## config.mk

```make
export PLATFORM = sky130hd
export DESIGN_NAME = product_accumulator
export DESIGN_NICKNAME = d
export VERILOG_FILES = /design/src/rtl/product_accumulator.sv
export SDC_FILE = /design/constraint.sdc
export NUM_CORES = 1
export LEC_CHECK = 0
export ABC_CLOCK_PERIOD_IN_PS = 8200
export BUFFER_PORTS_ARGS = -buffer_cell sky130_fd_sc_hd__buf_2
export CAP_MARGIN = 20
export CELL_PAD_IN_SITES_DETAIL_PLACEMENT = 1
export CELL_PAD_IN_SITES_GLOBAL_PLACEMENT = 1
export CORE_MARGIN = 4
export CORE_UTILIZATION = 45
export CTS_CLUSTER_SIZE = 14
export DETAILED_ROUTE_END_ITERATION = 16
export HOLD_SLACK_MARGIN = 0.02
export PLACE_DENSITY = 0.89
export SYNTH_ARGS = -nofsm -noshare
export SYNTH_HDL_FRONTEND = slang
export SYNTH_SLANG_ARGS = --single-unit
```

## constraint.sdc

```tcl
create_clock -name clk -period 8.2 [get_ports clk]
set_input_delay 1.23 -clock clk [delete_from_list [all_inputs] [get_ports clk]]
set_output_delay 1.23 -clock clk [all_outputs]
set_load 0.02 [all_outputs]
```

## src/rtl/product_accumulator.sv

```systemverilog
// product_accumulator
//   Sums groups of signed products from the sequential multiplier into a
//   saturating dot-product result. A group closes after N_TERMS products,
//   or earlier when src_last is set on the handshake.
//
// Ports:
//   clk        - clock; all logic runs on the rising edge
//   rst_n      - synchronous active-low reset
//   product    - signed product from the multiplier (2*WIDTH bits)
//   src_last   - final product of a group; sampled only on an input handshake
//   src_valid  - product valid (from the multiplier's dest_valid)
//   src_ready  - accumulator can accept (to the multiplier's dest_ready)
//   acc_out    - signed group sum (OUT_WIDTH bits)
//   term_count - number of products in the group
//   sat_flag   - the group sum was clamped at least once
//   dest_valid - result valid
//   dest_ready - downstream accepts the result
module product_accumulator #(
  parameter int WIDTH     = 16,
  parameter int N_TERMS   = 4,
  parameter int OUT_WIDTH = 2*WIDTH
) (
  input  logic                         clk,
  input  logic                         rst_n,
  input  logic [2*WIDTH-1:0]           product,
  input  logic                         src_last,
  input  logic                         src_valid,
  output logic                         src_ready,
  output logic [OUT_WIDTH-1:0]         acc_out,
  output logic [$clog2(N_TERMS+1)-1:0] term_count,
  output logic                         sat_flag,
  output logic                         dest_valid,
  input  logic                         dest_ready
);

  localparam int PW = 2*WIDTH;
  localparam int CW = $clog2(N_TERMS+1);

  typedef enum logic {ACCUM, HOLD} state_t;

  state_t                 state;
  logic [OUT_WIDTH-1:0]   acc;
  logic [CW-1:0]          cnt;
  logic                   sat_sticky;

  logic [OUT_WIDTH:0]     sum_wide;
  logic [OUT_WIDTH-1:0]   sum_clamped;
  logic                   clamp_now;
  logic [CW-1:0]          cnt_inc;
  logic                   closing;
  logic                   handshake;

  // The state alone decides src_ready; it never depends on src_valid.
  assign src_ready = (state == ACCUM);
  assign handshake = src_valid & src_ready;

  // The sum is one bit wider than the accumulator. If its top two bits
  // differ, the true result is outside the OUT_WIDTH range. The top bit
  // then gives the direction of the overflow.
  always_comb begin
    sum_wide    = {acc[OUT_WIDTH-1], acc}
                + {{(OUT_WIDTH+1-PW){product[PW-1]}}, product};
    clamp_now   = sum_wide[OUT_WIDTH] != sum_wide[OUT_WIDTH-1];
    sum_clamped = sum_wide[OUT_WIDTH-1:0];
    if (clamp_now) begin
      if (sum_wide[OUT_WIDTH]) begin
        sum_clamped = {1'b1, {(OUT_WIDTH-1){1'b0}}};
      end else begin
        sum_clamped = {1'b0, {(OUT_WIDTH-1){1'b1}}};
      end
    end
    cnt_inc = cnt + 1'b1;
    closing = src_last || (cnt_inc == CW'(N_TERMS));
  end

  always_ff @(posedge clk) begin
    if (!rst_n) begin
      state      <= ACCUM;
      acc        <= '0;
      cnt        <= '0;
      sat_sticky <= 1'b0;
      acc_out    <= '0;
      term_count <= '0;
      sat_flag   <= 1'b0;
      dest_valid <= 1'b0;
    end else begin
      case (state)
        ACCUM: begin
          if (handshake) begin
            if (closing) begin
              acc_out    <= sum_clamped;
              term_count <= cnt_inc;
              sat_flag   <= sat_sticky | clamp_now;
              dest_valid <= 1'b1;
              acc        <= '0;
              cnt        <= '0;
              sat_sticky <= 1'b0;
              state      <= HOLD;
            end else begin
              acc        <= sum_clamped;
              cnt        <= cnt_inc;
              sat_sticky <= sat_sticky | clamp_now;
            end
          end
        end
        HOLD: begin
          // The result registers keep their value after the handshake.
          if (dest_ready) begin
            dest_valid <= 1'b0;
            state      <= ACCUM;
          end
        end
      endcase
    end
  end

endmodule

```

==> flow_summary.ini <==
[sta]
hold_slack_ns = 0.4748
hold_violations = 0
rsz0062_at_grt = false
min_period_ns = 4.159
setup_total_negative_slack_ns = 0
worst_pin_slew_ns = 0.8232
maxSlewHeadroom_pct = 44.94
fin_crit_sh_pct = 50.72
fin_skew_ns = 0.006373
slew_violations = 0
fmax_mhz = 240.4
fin_ws_ns = 4.041
setup_viol = 0

[synth]
synth_cells = 590
syn_area_mm2 = 0.004628
synth-edff-count = 0
yosys.area.top_type_share_pct = 32.01
yosys_warnings = 0
synth_top_area_cell = dfxtp_1
syn_area_per_cell_um2 = 7.844
synthArstFlopShare_pct = 0
seq_area_frac_synth_pct = 32.01
synthFlopType = dfxtp_1
synth_area_leaders = dfxtp_1, a21oi_1, ha_1
syn-num-nets = 662
synth_cell_types = 57
ys_ff_latch = 74

[global_route]
met2_usage_pct = 45.90
use_met1_pct = 32.05
gr-max-usage-layer = met2
grt_pass1_wl_mm = 24.29
antenna_found_initial = 0
met3_usage_pct = 2.995
grt_max_degree = 46
overflow = 0
groute.usage.overall_pct = 25.83
grt_pass1_vias = 4830

[clock_network]
cts_resized = 0
cts_buffer_depth = 2
cts_tree = built
clockRootBuffer = clkbuf_8
postCtsHoldBufs = 0
cts_buffers = 9
cts_setup_buffers = 0
h-tree-depth = 3
clk_pin_slew_ns = 0.08
cts.sinks = 74
clkLatencyLatePin_ns = 0.35

[pwr]
p_comb_share_pct = 35.4
switchingPower_uw = 427.8
ir_worst_vdd_v = 0.0001089
power.clock.fraction_pct = 28.8
power_density_mw_per_mm2 = 221.1
switching_share_pct = 36.71
p_leak_uw = 0.002353
seq_power_share_pct = 35.8
p_int_uw = 737.3

[floorplanning]
fp.dieH_um = 109.4
rows = 36
core_area_mm2 = 0.009910
die_x_um = 109.4
design.die.area_mm2 = 0.01197
start_util_pct = 46.70
ios = 75

[critical_path]
crit_path_end = acc[27]
worst-setup-path-type = in -> reg
cp.arrival_ns = 4.43
crit_path_end_kind = flop
cp-start-kind = input port
reg2reg_depth = 11
worst-r2r-setup-slack_ns = 4.64
r2r_start = acc[0]
critical_path.startpoint = product[0]
r2r-end = acc[27]
cp_max_fo = 12
worstPathRequired_ns = 8.47

[place]
place.gp.congestion = 0.9018
io_buffer_count = 74
dp_cells = 765
place_area_mm2 = 0.005021
detailedPlacementHpwl_mm = 11.13
dp_slack_ns = 3.684

[detailed_routing]
vias = 4653
drc = 0
avgRoutedWirePerCell_um = 19.35
first_pass_iters = 5
first_iter_violations = 215
antenna_left = 0
routed_wl_mm = 15.14
vias_per_cell = 5.950

[finish]
layout_common_cells = a21oi_1, nand2_1, o21ai_0, dfxtp_1, buf_2
final_common_cell = a21oi_1
final_cells = 782
nNetsFinal = 716
syn2layout_area_growth_pct = 13.87
diodes = 0
final_area_mm2 = 0.005270
drive_above_1_share_pct = 16.64

[run]
max_cap_violations = 0

[outcome]
status = finished, final reports clean

[hold_path]
holdCritPathClass = reg -> reg
stage by stage:
stage / power [uW] / utilization, %
floorplan: 717.0 / -
global route: 1231 / 53.18
CTS: 1167 / 53.07
detailed placement: 828.6 / 50.67
global placement: 812.8 / 50.67
finish: 1165 / 53.18
worst min path at each step:
stage	slack, ns	from	end	cells after the start
floorplan	0.43	acc[0]	acc[0]	2
detailed placement	0.46	acc[31]	acc[31]	2
CTS	0.48	acc[31]	acc[31]	2
global route	0.51	dest_valid	dest_valid	2
finish	0.47	acc[26]	acc[26]	2
global placement	0.44	acc[0]	acc[0]	2
area by class of cell:
cell class | instances | area, um^2
Fill cell | 1295 | 4639
Clock buffer | 12 | 165.2
Multi-Input combinational cell | 467 | 2924
Tap cell | 133 | 166.4
Timing Repair Buffer | 79 | 411.6
Sequential cell | 74 | 1481
Inverter | 13 | 48.80
Clock inverter | 4 | 72.57
flip-flops by register name, summed over array words and instances (netlist names):
| register | count |
|---|---|
| term_count | 3 |
| dest_valid | 1 |
| cnt | 3 |
| sat_flag | 1 |
| acc_out | 32 |
| acc | 32 |
| sat_sticky | 1 |
| state | 1 |
power groups by stage:
stage	combinational, uW	clock (uW)	sequential (uW)
2_1_floorplan	278	0	439
5_1_grt	453	357	421
6_report	413	335	417
4_1_cts	409	341	417
3_5_place_dp	404	0	425
3_3_place_gp	390	0	423
kinds of logic after synthesis:
logic type	after synthesis	synth area share [%]
AOI/OAI and AO/OA	242	31.77
xor gates and xnor gates	24	4.542
adders and majority gates	35	9.624
buffers and inverters	49	4.866
DFF	74	32.01
muxes	3	0.6488
and+or+nand+nor	163	16.55
worst max-delay path: stages:
cell,delay (ns)
buf_2,0.09
ha_1,0.20
inv_1,0.07
fa_1,0.39
nand2b_1,0.21
a21oi_1,0.23
o21ai_0,0.20
o21ai_2,0.40
a211oi_4,0.16
xor2_1,0.68
o21ai_0,0.32
o211ai_1,0.24
layer usage:
layer / vias up / routed length, um
li1: 2249 / -
met1: 2290 / 6611
met2: 99 / 7664
met3: 15 / 637
met4: 0 / 223
met5: - / 0
synthesized netlist by cell type (all sizes together) (5+ instances only):
master / n
and2: 5
and3: 8
nand3: 17
o211ai: 18
a21o: 8
nor2: 25
buf: 17
ha: 34
a21oi: 87
xnor2: 15
xor2: 9
a21boi: 7
a211oi: 7
nand2b: 5
o21ai: 81
dfxtp: 74
o21a: 7
inv: 13
o21bai: 7
nand2: 77
clkbuf: 19
nand4: 11
No activity file was read; power rests on OpenSTA's default activity.
